[src/rtl/demux_1to2_buf.sv]
// demux_1to2_buf: routes a tagged word stream into two independent FIFO channels
module demux_1to2_buf #(
  parameter int WIDTH = 2,
  parameter int DEPTH = 2
) (
  input  logic                       clk,
  input  logic                       rst,
  input  logic [WIDTH-1:0]           in_data,
  input  logic                       in_sel,
  input  logic                       in_valid,
  output logic                       in_ready,
  output logic [WIDTH-1:0]           out0_data,
  output logic                       out0_valid,
  input  logic                       out0_ready,
  output logic [WIDTH-1:0]           out1_data,
  output logic                       out1_valid,
  input  logic                       out1_ready,
  output logic [$clog2(DEPTH):0]     out0_count,
  output logic [$clog2(DEPTH):0]     out1_count
);
  localparam int AW = $clog2(DEPTH);
  localparam logic [AW:0] FULL = (AW+1)'(DEPTH);
  logic [WIDTH-1:0] mem_q [2][DEPTH];
  logic [AW-1:0] wr_q [2];
  logic [AW-1:0] wr_d [2];
  logic [AW-1:0] rd_q [2];
  logic [AW-1:0] rd_d [2];
  logic [AW:0] cnt_q [2];
  logic [AW:0] cnt_d [2];
  logic [1:0] push, pop, valid;
  assign valid      = {cnt_q[1] != '0, cnt_q[0] != '0};
  assign in_ready   = cnt_q[in_sel] != FULL;
  assign push       = {in_sel, ~in_sel} & {2{in_valid & in_ready}};
  assign pop        = valid & {out1_ready, out0_ready};
  assign out0_valid = valid[0];
  assign out1_valid = valid[1];
  assign out0_data  = mem_q[0][rd_q[0]];
  assign out1_data  = mem_q[1][rd_q[1]];
  assign out0_count = cnt_q[0];
  assign out1_count = cnt_q[1];
  // Per-channel pointer and occupancy update; pointers wrap naturally since DEPTH is a power of two
  always_comb begin
    for (int c = 0; c < 2; c++) begin
      wr_d[c]  = push[c] ? wr_q[c] + AW'(1) : wr_q[c];
      rd_d[c]  = pop[c] ? rd_q[c] + AW'(1) : rd_q[c];
      cnt_d[c] = (push[c] && !pop[c]) ? cnt_q[c] + (AW+1)'(1) :
                 (pop[c] && !push[c]) ? cnt_q[c] - (AW+1)'(1) : cnt_q[c];
    end
  end
  // State registers and storage; reset discards all buffered words
  always_ff @(posedge clk or posedge rst) begin
    if (rst) begin
      for (int c = 0; c < 2; c++) begin
        wr_q[c]  <= '0;
        rd_q[c]  <= '0;
        cnt_q[c] <= '0;
        for (int e = 0; e < DEPTH; e++) mem_q[c][e] <= '0;
      end
    end else begin
      for (int c = 0; c < 2; c++) begin
        wr_q[c]  <= wr_d[c];
        rd_q[c]  <= rd_d[c];
        cnt_q[c] <= cnt_d[c];
        if (push[c]) mem_q[c][wr_q[c]] <= in_data;
      end
    end
  end
endmodule
[config.mk]
export PLATFORM = sky130hd
export DESIGN_NAME = demux_1to2_buf
export DESIGN_NICKNAME = d
export VERILOG_FILES = /design/src/rtl/demux_1to2_buf.sv
export SDC_FILE = /design/constraint.sdc
export NUM_CORES = 1
export LEC_CHECK = 0
export CELL_PAD_IN_SITES_DETAIL_PLACEMENT = 2
export CELL_PAD_IN_SITES_GLOBAL_PLACEMENT = 2
export CORE_ASPECT_RATIO = 0.5
export CORE_UTILIZATION = 28
export CTS_CLUSTER_SIZE = 28
export DETAILED_ROUTE_END_ITERATION = 6
export HOLD_SLACK_MARGIN = 0.03
export PLACE_DENSITY_LB_ADDON = 0.12
export SLEW_MARGIN = 20
export SYNTH_ARGS = -nofsm -noshare
export SYNTH_HDL_FRONTEND = slang
export SYNTH_SLANG_ARGS = --single-unit
export TNS_END_PERCENT = 5
[constraint.sdc]
create_clock -name clk -period 1.4 [get_ports clk]
set_clock_uncertainty 0.1 [all_clocks]
set_input_delay 0.28 -clock clk [delete_from_list [all_inputs] [get_ports clk]]
set_output_delay 0.28 -clock clk [all_outputs]
set_load 0.005 [all_outputs]
# After elaboration in Yosys (flattened, before gate mapping)
# Index checks and enable logic that the tools add are counted.
# Widths: inputs -> output; s select.
dict set report op_classes {
  reduce_logical 14
  magnitude_cmp 7
  addsub 8
  n_bitwise 9
  mux 19
  n_eq_ne 1
}
# op count
set op_table {}
lappend op_table {{$mux 2} 15}
lappend op_table {{$ge 2x2->1 const B} 5}
lappend op_table {{$not 1->2} 5}
lappend op_table {{$bwmux 4} 2}
lappend op_table {{$reduce_bool 2->1} 4}
lappend op_table {{$logic_and 1x1->1} 6}
lappend op_table {{$add 1x1->1 const B} 4}
lappend op_table {{$add 2x1->2 const B} 2}
lappend op_table {{$and 2x2->2} 2}
lappend op_table {{$demux 2 s1} 2}
lappend op_table {{$logic_not 1->1} 4}
lappend op_table {{$lt 2x1->1 const B} 2}
lappend op_table {{$sub 2x1->2 const B} 2}
lappend op_table {{$ne 2x2->1 const B} 1}
lappend op_table {{$and 1x1->1} 1}
lappend op_table {{$not 1->1} 1}
dict set report totals {
  ff_bits 16
  in_bits 8
  out_inout_bits 11
  elab_cells 68
}

# Depth between registers and ports, before layout
# Gate-level depths: netlist of run 1.
dict set report depth {
  word_depth 11
  mapped_depth 6
  mapped_depth_nobuf 6
}

# Worst setup path before layout of run 1
# OpenSTA, ideal clock, no wires.
dict set report synth_path {
  kind {register -> register}
  start {register cnt_q, in the netlist out0_count[0]}
  end {register cnt_q, in the netlist out0_count[1]}
  required_time_ns 1.175
  path_stages_with_launch 7
  path_slack_ns -0.158
  period_less_slack_ns 1.558
  n_path_buf 0
  arrival_time_ns 1.333
  setup_time_ns 0.125
  path_cell_list {dfrtp_1 -> or2_2 -> nand2_1 -> ha_1 -> xor2_1 -> nor2_1 -> xor2_1}
}
dict set report synth_between {
  word_cells_on_any_way 17
  classes_between {add/sub: 2; eq/ne: 1; mux: 5; bitwise: 3; reduce/logical: 6}
}
# element line_no
set synth_rtl {}
lappend synth_rtl {{from (decl)} 28} ;# logic [AW:0] cnt_q [2];
lappend synth_rtl {{from (signal, indexed assignment)} 63} ;# cnt_q[c] <= cnt_d[c];
lappend synth_rtl {{$reduce_bool 2->1 *} 31} ;# assign valid = {cnt_q[1] != '0, cnt_q[0] != '0};
lappend synth_rtl {{net out0_valid} 13} ;# output logic out0_valid,
lappend synth_rtl {{$and 2x2->2 *} 34} ;# assign pop = valid & {out1_ready, out0_ready};
lappend synth_rtl {{$logic_not 1->1} 46} ;# cnt_d[c] = (push[c] && !pop[c]) ? cnt_q[c] + (AW+1)'(1) :
lappend synth_rtl {{$logic_and 1x1->1} 46}
lappend synth_rtl {{$mux 2 or $reduce_bool 2->1 (tied branches)} n/a}
# The timed path passes the listed nets; every way through them passes the cells marked *. The select of a mux whose other input is x is not followed.
# A chain may end at the register's enable or synchronous reset.

# Final worst setup path of run 1
dict set report layout_path {
  start {register cnt_q, in the netlist out1_count[1]}
  end {register cnt_q, in the netlist out1_count[1]}
}
dict set report layout_between {
  elab_chain_len 9
  word_cells_on_any_way 17
  classes_between {add/sub: 2; eq/ne: 1; mux: 5; bitwise: 3; reduce/logical: 6}
}
# element line_no
set layout_rtl {}
lappend layout_rtl {{$mux 2 (implied by the code) (3 in series)} 32} ;# assign in_ready = cnt_q[in_sel] != FULL;
lappend layout_rtl {{$ne 2x2->1} 32}
lappend layout_rtl {{$and 1x1->1} 33} ;# assign push = {in_sel, ~in_sel} & {2{in_valid & in_ready}};
lappend layout_rtl {{$and 2x2->2} 33}
lappend layout_rtl {{$logic_not 1->1} 47} ;# (pop[c] && !push[c]) ? cnt_q[c] - (AW+1)'(1) : cnt_q[c];
lappend layout_rtl {{$logic_and 1x1->1} 47}
lappend layout_rtl {{$reduce_bool 2->1 (no source line)} n/a}
# Parallel ways exist; a longest one is shown, timed or not. The select of a mux whose other input is x is not followed.

==> results.sh, run 1 <==
export IMPL_rr_startpoint="out1_count[1]"
export IMPL_diodes=0
export IMPL_max_freq_ghz=0.621
export IMPL_maxCapViolCount=0
export IMPL_yosysTopAreaCell="dfrtp_1"
export IMPL_cts_made_buffers=3
export IMPL_synth_xor_area_frac=0.112
export IMPL_cts_tree="yes"
export IMPL_area_growth_synth_to_final_pct=68.3
export IMPL_r2r_slack_ps=-210
export IMPL_grt_pass1_wl_um=3460
export IMPL_crit_chain="buf_6 -> or2_4 -> nand2_4 -> ha_4 -> xor2_1 -> nor2_1 -> xor2_1"
export IMPL_crit_slowest_cell="dfrtp_1"
export IMPL_synth_common_cells="dfrtp_1 (16), mux2_2 (8), xor2_1 (6)"
export IMPL_period_share=1.15
export IMPL_yosys_area_share_adder=0.0320
export IMPL_nNetsFinal=117
export IMPL_synth_most_common_cell="dfrtp_1"
export IMPL_start_kind="register"
export IMPL_vias=621
export IMPL_critPathTopFamily="simple AND/OR/NAND/NOR gates"
export IMPL_cp_max_fo=4
export IMPL_required_ps=1420
export IMPL_total_power_mw=3.03
export IMPL_drc=0
export IMPL_powerDensity_nw_per_um2=2300
export IMPL_ys_async_sr_fraction=1.00
export IMPL_drt_iter0_markers=13
export IMPL_dr_pass1_iters=4
export IMPL_ys_ff_latch=16
export IMPL_slew_violations=0
export IMPL_overflow=0
export IMPL_holdWs_ps=264
export IMPL_instances_no_fill=143
export IMPL_antenna_found_initial=0
export IMPL_port_buffers=18
export IMPL_synth_top_family_by_area="multiplexers"
export IMPL_vdd_ir_drop_worst_uv=897
export IMPL_numClockSinks=16
export IMPL_status="finished, violations left"
export IMPL_grtUsageTotal=0.161
export IMPL_path_class="register to register"
export IMPL_power_leakage_nw=0.605
export IMPL_die_h_um=39.4
export IMPL_tightestPinTransition_ps=298
export IMPL_gp_congestion=0.664
export IMPL_fin_tns_setup_ps=-1410
export IMPL_ys_seq_area_frac=0.512
export IMPL_num_rows=13
export IMPL_cts_path_max_buffers=2
export IMPL_hpwl_um=1630
export IMPL_syn_nets=70
export IMPL_end_kind="register"
export IMPL_wl_per_cell_um=16.1
export IMPL_syn_inst=60
export IMPL_drive_gt1_frac=0.594
export IMPL_ant_nets=0
export IMPL_grt_max_degree=17
export IMPL_r2r_end="out1_count[1]"
export IMPL_min_path_type="primary input to asynchronous set/reset pin"
export IMPL_synthSimpleGateAreaFrac=0.160
export IMPL_htree_num_levels=1
export IMPL_failed_checks="negative setup slack"
export IMPL_grt_pass1_vias=699
export IMPL_relSlewSlack=0.801
export IMPL_boundaryPins=19
export IMPL_syn_cell_area_um2=782
export IMPL_synth_top_cell_area_share=0.512
export IMPL_viasPerCell=4.34
export IMPL_die_area_um2=3020
export IMPL_die_w_um=76.7
export IMPL_synth_compound_area_frac=0.00640
export IMPL_hold_viol_final=0
export IMPL_critPathArrivalTime_ps=1630
export IMPL_clock_latency_ps=250
export IMPL_rsz0062_at_grt="true"
export IMPL_yosys_warnings=0
export IMPL_clkTransAtPathRegs_ps=70
export IMPL_ys_types=19
export IMPL_timing_final_crit_period_ps=1610
export IMPL_final_core_utilization=0.503
export IMPL_synthMuxAreaShare=0.173
export IMPL_crit_buf_inv=1
export IMPL_wirelength_um=2300
export IMPL_setup_viol=15
export IMPL_synth_avg_cell_area_um2=13.0
export IMPL_synth_area_leaders="dfrtp_1 (51%), mux2_2 (12%), xor2_1 (6.7%)"
export IMPL_coreArea_um2=2620
export IMPL_r2r_cells=7
export IMPL_floorplan_initialDensity=0.299
export IMPL_cpMostUsedCell="xor2_1"
export IMPL_cts_root_buf="clkbuf_8"
export IMPL_max_stage_delay_ps=390
export IMPL_synth_main_ff_cell="dfrtp_1"
export IMPL_setup_ws_ps=-209
export IMPL_place_inst=132
export IMPL_synth_edf_count=0
-- area by class of cell --
type | count | area (um2)
Clock buffer | 4 | 55.1
Fill cell | 257 | 1300
Inverter | 1 | 3.75
Multi-Input combinational cell | 43 | 478
Sequential cell | 16 | 403
Tap cell | 37 | 46.3
Timing Repair Buffer | 42 | 330
-- cells in the final DEF (no fill, tap or decap), types with 2 or more instances in the layout --
cell type and n:
buf_4 20, dfrtp_1 14, mux2_2 6, clkbuf_2 6
xor2_1 5, clkdlybuf4s50_1 5, mux2_1 4, xnor2_1 4
clkbuf_8 4, dlygate4sd2_1 4, buf_6 4, nor2b_4 2
nor3b_4 2, and2_4 2, mux2_4 2, or2_4 2
nor2_2 2, ha_4 2, dfrtp_2 2, buf_2 2
-- where the power goes --
group / internal [mW] / switching (mW)
clock: 0.249 / 0.161
sequential: 0.716 / 0.205
combinational: 1.05 / 0.647
total: 2.02 / 1.01
-- repair_timing --
| action | 4_1_cts | 5_1_grt |
|---|---|---|
| hold buffers | 0 | 0 |
| resized for setup | 36 | 22 |
| setup buffers | 5 | 2 |
| setup endpoints to repair | 23 | 20 |
| pin swaps | 4 | 5 |
-- metrics by stage --
stage          setup slack, ps  cell area, um2
2_1_floorplan             -116             787
3_3_place_gp              -479            1140
3_5_place_dp              -571            1140
4_1_cts                   -217            1260
5_1_grt                   -249            1320
6_report                  -209            1320
-- worst min-delay path, stage by stage --
cell and delay, ps:
clkdlybuf4s50_1 410, inv_1 60, buf_4 230
-- layer usage --
layer / share of wire / track usage / up-vias
li1: - / - / 296
met1: 0.44 / 0.173 / 311
met2: 0.53 / 0.326 / 14
met3: 0.033 / 0.0535 / 0
met4: 0 / 0.0288 / 0
met5: 0 / 0 / -
-- state kept, by name, summed over array words and instances, names as in the netlist --
register	flops
rd_q	2
out1_count	2
mem_q	8
wr_q	2
out0_count	2
-- cells by family (layout without fill, tap and decap cells) --
logic type	after synthesis	after routing
AOI/OAI and AO/OA	1	1
xor gates and xnor gates	10	10
adders and majority gates	2	2
buffers and inverters	1	47
DFF	16	16
muxes	12	12
and+or+nand+nor	18	18
-- how the worst max path moves through the flow --
stage / startpoint / to / slack (ps) / depth (start not counted)
2_1_floorplan: out0_count[1] / out0_count[1] / -120 / 6
3_3_place_gp: in_sel / out0_count[1] / -480 / 7
3_5_place_dp: in_sel / out0_count[1] / -570 / 7
4_1_cts: out0_count[0] / out0_count[1] / -220 / 7
5_1_grt: out0_count[0] / out0_count[1] / -250 / 7
6_report: out1_count[1] / out1_count[1] / -210 / 7
No activity file was read; power rests on OpenSTA's default activity.
==> inputs of run 2 (changes only) <==
--- a/config.mk
+++ b/config.mk
@@ -17,4 +17,3 @@
 export SYNTH_ARGS = -nofsm -noshare
 export SYNTH_HDL_FRONTEND = slang
 export SYNTH_SLANG_ARGS = --single-unit
-export TNS_END_PERCENT = 5
==> results.sh, run 2 (same netlist as run 1, synthesis figures left out) <==
export IMPL_crit_slowest_cell="dfrtp_1"
export IMPL_clock_latency_ps=250
export IMPL_fin_tns_setup_ps=-3110
export IMPL_fillers=232
export IMPL_cp_max_fo=2
export IMPL_relSlewSlack=0.761
export IMPL_cts_made_buffers=3
export IMPL_hold_viol_final=0
export IMPL_drive_gt1_frac=0.705
export IMPL_wirelength_um=3140
export IMPL_path_class="register to register"
export IMPL_min_path_type="primary input to asynchronous set/reset pin"
export IMPL_port_buffers=18
export IMPL_drc=0
export IMPL_max_freq_ghz=0.565
export IMPL_gr_max_usage_layer="met2"
export IMPL_crit_buf_inv=1
export IMPL_mostFrequentLayoutCells="buf_6 (26), buf_4 (14), dfrtp_1 (13), mux2_4 (10), clkdlybuf4s50_1 (5)"
export IMPL_wl_per_cell_um=21.1
export IMPL_grt_pass1_vias=747
export IMPL_dr_pass1_iters=3
export IMPL_numClockSinks=16
export IMPL_status="finished, violations left"
export IMPL_grt_pass1_wl_um=4400
export IMPL_start_kind="register"
export IMPL_failed_checks="negative setup slack"
export IMPL_cts_root_buf="clkbuf_8"
export IMPL_die_area_um2=3020
export IMPL_grt_max_degree=17
export IMPL_top_register="mem_q"
export IMPL_final_common_cell="buf_6"
export IMPL_tightestPinTransition_ps=357
export IMPL_drt_iter0_markers=15
export IMPL_end_kind="register"
export IMPL_vias=674
export IMPL_nNetsFinal=124
export IMPL_cts_path_max_buffers=2
export IMPL_rsz0062_at_grt="true"
export IMPL_slew_violations=0
export IMPL_area_growth_synth_to_final_pct=95.8
export IMPL_die_w_um=76.7
export IMPL_antenna_found_initial=0
export IMPL_setup_viol=22
export IMPL_coreArea_um2=2620
export IMPL_diodes=0
export IMPL_cts_hold_buf=0
export IMPL_period_share=1.26
export IMPL_use_met2=0.391
export IMPL_met1_usage=0.258
export IMPL_cpMostUsedCell="xor2_2"
export IMPL_maxCapViolCount=0
export IMPL_ant_nets=0
export IMPL_vdd_ir_drop_worst_uv=1230
export IMPL_gp_congestion=0.737
export IMPL_critPathTopFamily="simple AND/OR/NAND/NOR gates"
export IMPL_power_leakage_nw=0.709
export IMPL_floorplan_initialDensity=0.299
export IMPL_viasPerCell=4.52
export IMPL_overflow=0
export IMPL_setup_ws_ps=-369
export IMPL_grtUsageTotal=0.215
export IMPL_crit_chain="buf_6 -> nor2b_4 -> nor3b_4 -> ha_4 -> xor2_2 -> nor2_4 -> xor2_2"
export IMPL_boundaryPins=19
export IMPL_cts_tree="yes"
export IMPL_num_rows=13
export IMPL_die_h_um=39.4
export IMPL_hpwl_um=1550
export IMPL_max_stage_delay_ps=440
export IMPL_clkTransAtPathRegs_ps=70
export IMPL_total_power_mw=3.82
export IMPL_required_ps=1430
export IMPL_htree_num_levels=1
export IMPL_met3_usage=0.0628
export IMPL_timing_final_crit_period_ps=1770
export IMPL_powerDensity_nw_per_um2=2490
export IMPL_critPathArrivalTime_ps=1800
export IMPL_final_core_utilization=0.585
export IMPL_largest_reg_flops=8
-- run 2: cell count changes in the layout (fill, tap and decap cells not counted), moves of 2 or more --
| cell | previous run | this run |
|---|---|---|
| mux2_1 | 4 | 0 |
| xor2_2 | 1 | 4 |
| mux2_2 | 6 | 2 |
| xor2_1 | 5 | 2 |
| buf_4 | 20 | 14 |
| buf_6 | 4 | 26 |
| nor2_2 | 2 | 0 |
| clkbuf_2 | 6 | 0 |
| mux2_4 | 2 | 10 |
-- run 2: cell type report --
class | count | area (um2) | area share
flip-flops and latches | 16 | 404 | 0.264
inverters | 1 | 3.75 | 0.00245
clock buffers | 3 | 41.3 | 0.0270
well taps | 37 | 46.3 | 0.0302
multi-input cells | 43 | 557 | 0.364
repair buffers | 49 | 479 | 0.313
-- run 2: stage by stage --
stage,hold WS [ps],setup WS [ps],instance area (um2),cells
2_1_floorplan,93.6,-99.3,825,60
3_3_place_gp,376,-455,1160,129
3_5_place_dp,395,-536,1160,129
4_1_cts,260,-212,1390,147
5_1_grt,280,-411,1530,149
6_report,252,-369,1530,149
-- run 2: worst reg2reg max path: cells and delay by family (launching register included) --
family / cells / cell delay, ps
AND/OR/NAND/NOR: 3 / 450
flip-flops: 1 / 440
XOR/XNOR: 2 / 350
adder cells (fa/ha/maj): 1 / 180
buffers and inverters: 1 / 140
-- run 2: per-layer routing --
metal  vias up  share of wire
li1        306              -
met1       352           0.48
met2        14           0.49
met3         2          0.024
met4         0         0.0064
met5         -              0
-- run 2: worst paths after layout --
check / startpoint / to / slack [ps] / cells after the start
setup reg to reg: out0_count[1] / out0_count[1] / -370 / 7
max in group asynchronous: rst / out0_count[0] / 740 / 3
hold / removal: rst / mem_q[0] / 250 / 3
setup / recovery: out0_count[1] / out0_count[1] / -370 / 7
hold reg to reg: mem_q[7] / mem_q[7] / 430 / 1
min in group clk: mem_q[7] / mem_q[7] / 430 / 1
-- run 2: power by group --
part	internal [mW]	switching, mW
Clock	0.191	0.173
Combinational	1.60	0.884
Sequential	0.718	0.250
-- run 2: what timing repair did --
| action | 4_1_cts | 5_1_grt |
|---|---|---|
| resized for setup | 68 | 32 |
| buffers inserted | 16 | 7 |
| setup endpoints to repair | 24 | 24 |
| pin swaps | 3 | 9 |
==> inputs of run 3 (changes only) <==
--- a/config.mk
+++ b/config.mk
@@ -7,11 +7,10 @@
 export LEC_CHECK = 0
 export CELL_PAD_IN_SITES_DETAIL_PLACEMENT = 2
 export CELL_PAD_IN_SITES_GLOBAL_PLACEMENT = 2
-export CORE_ASPECT_RATIO = 0.5
-export CORE_UTILIZATION = 28
+export CORE_UTILIZATION = 31
 export CTS_CLUSTER_SIZE = 28
 export DETAILED_ROUTE_END_ITERATION = 6
-export HOLD_SLACK_MARGIN = 0.03
+export HOLD_SLACK_MARGIN = 0.12
 export PLACE_DENSITY_LB_ADDON = 0.12
 export SLEW_MARGIN = 20
 export SYNTH_ARGS = -nofsm -noshare
==> constraint.sdc (replaced) <==
create_clock -name clk -period 1.8 [get_ports clk]
set_clock_uncertainty 0.1 [all_clocks]
set_input_delay 0.36 -clock clk [delete_from_list [all_inputs] [get_ports clk]]
set_output_delay 0.36 -clock clk [all_outputs]
set_load 0.005 [all_outputs]
==> results.sh, run 3 (same netlist as run 1, synthesis figures left out) <==
export IMPL_place_inst=111
export IMPL_die_h_um=52.2
export IMPL_die_area_um2=2730
export IMPL_diodes=0
export IMPL_overflow=0
export IMPL_required_ps=1880
export IMPL_fin_tns_setup_ps=-7.23
export IMPL_grt_max_degree=17
export IMPL_gp_congestion=0.701
export IMPL_cp_max_fo=4
export IMPL_max_freq_ghz=0.553
export IMPL_fillers=230
export IMPL_status="finished, violations left"
export IMPL_grt_pass1_vias=694
export IMPL_dr_wl_met2_um=1250
export IMPL_clkTransAtPathRegs_ps=100
export IMPL_viasPerCell=4.69
export IMPL_crit_buf_inv=1
export IMPL_drive_gt1_frac=0.490
export IMPL_cts_path_max_buffers=2
export IMPL_drt_iter0_markers=0
export IMPL_cpMostUsedCell="xor2_1"
export IMPL_hold_viol_final=0
export IMPL_setup_viol=1
export IMPL_min_path_type="primary input to asynchronous set/reset pin"
export IMPL_holdWs_ps=266
export IMPL_top_layer_used="met4"
export IMPL_ant_nets=0
export IMPL_period_share=1.00
export IMPL_slew_violations=0
export IMPL_numClockSinks=16
export IMPL_crit_chain="clkdlybuf4s50_1 -> and2_1 -> and2_4 -> ha_4 -> xor2_1 -> nor2_2 -> xor2_1"
export IMPL_total_power_mw=2.17
export IMPL_power_leakage_nw=0.568
export IMPL_critPathTopFamily="buffers and inverters"
export IMPL_max_stage_delay_ps=540
export IMPL_failed_checks="negative setup slack"
export IMPL_end_kind="register"
export IMPL_floorplan_initialDensity=0.340
export IMPL_htree_num_levels=1
export IMPL_wl_per_cell_um=17.8
export IMPL_final_common_cell="buf_4"
export IMPL_cts_hold_buf=0
export IMPL_grt_pass1_wl_um=3300
export IMPL_top_register="mem_q"
export IMPL_placed_cell_area_um2=1030
export IMPL_boundaryPins=19
export IMPL_crit_slowest_cell="clkdlybuf4s50_1"
export IMPL_path_class="primary input to register"
export IMPL_setup_ws_ps=-7.23
export IMPL_routed_wl_met3_um=65
export IMPL_drc=0
export IMPL_coreArea_um2=2300
export IMPL_hpwl_um=1320
export IMPL_met1_length_um=993
export IMPL_port_buffers=18
export IMPL_final_core_utilization=0.531
export IMPL_mostFrequentLayoutCells="buf_4 (17), dfrtp_1 (15), mux2_2 (8), clkdlybuf4s50_1 (7), dlygate4sd2_1 (7)"
export IMPL_clock_latency_ps=290
export IMPL_powerDensity_nw_per_um2=1780
export IMPL_maxCapViolCount=0
export IMPL_vias=610
export IMPL_cts_tree="yes"
export IMPL_critPathArrivalTime_ps=1890
export IMPL_vdd_ir_drop_worst_uv=917
export IMPL_wirelength_um=2320
export IMPL_tightestPinTransition_ps=312
export IMPL_die_w_um=52.2
export IMPL_start_kind="primary input"
export IMPL_nNetsFinal=113
export IMPL_area_growth_synth_to_final_pct=56.0
export IMPL_num_rows=17
export IMPL_antenna_found_initial=0
export IMPL_finalInstanceArea_um2=1220
export IMPL_largest_reg_flops=8
export IMPL_cts_root_buf="clkbuf_4"
export IMPL_dp_slack_ps=-280
export IMPL_dr_pass1_iters=1
export IMPL_cts_made_buffers=3
export IMPL_grtUsageTotal=0.174
export IMPL_relSlewSlack=0.791
export IMPL_timing_final_crit_period_ps=1810
export IMPL_instances_no_fill=130
==> run 3: changes by cell type in the layout (fill, tap and decap cells not counted), moves of 4 or more <==
| cell | previous run | this run |
|---|---|---|
| buf_6 | 26 | 3 |
| mux2_2 | 2 | 8 |
| xor2_2 | 4 | 0 |
| dlygate4sd2_1 | 3 | 7 |
| xor2_1 | 2 | 6 |
| mux2_1 | 0 | 4 |
| mux2_4 | 10 | 0 |
==> run 3: report_power, final <==
part / switching (mW) / internal (mW) / total (mW)
Clock: 0.128 / 0.123 / 0.251
Sequential: 0.131 / 0.552 / 0.683
Combinational: 0.487 / 0.746 / 1.23
==> run 3: worst paths after layout <==
check,from,cells after the start,slack [ps],endpoint
max,in_sel,7,-7,out1_count[1]
min,rst,3,270,rd_q[0]
max reg2reg,out1_count[0],7,20,out1_count[1]
min reg2reg,mem_q[2],1,400,mem_q[2]
max in group asynchronous,rst,3,1140,out1_count[0]
min in group clk,mem_q[2],1,400,mem_q[2]
==> run 3: worst reg2reg max path, stage by stage (launching register included) <==
cell	delay (ps)
dfrtp_2	430
buf_4	160
nand2b_1	180
and2_4	170
ha_4	150
xor2_1	150
nor2_2	140
xor2_1	220
==> run 3: repair_timing <==
action | CTS | global route
setup endpoints to repair | 9 | 6
resized for setup | 13 | 18
hold endpoints to repair | 0 | 0
setup buffers | 13 | 3
pin swaps | 0 | 6
==> run 3: cell type report <==
type                    count  area (um2)  share of cell area
clock buffers               4        36.3              0.0297
inverters                   1        3.75             0.00308
multi-input cells          43         423               0.347
flip-flops and latches     16         402               0.329
well taps                  28        35.0              0.0287
repair buffers             38         320               0.263
==> run 3: metal layers <==
metal,GRT usage,up-vias
li1,-,287
met1,0.216,308
met2,0.295,13
met3,0.0203,2
met4,0.0921,0
met5,0,-
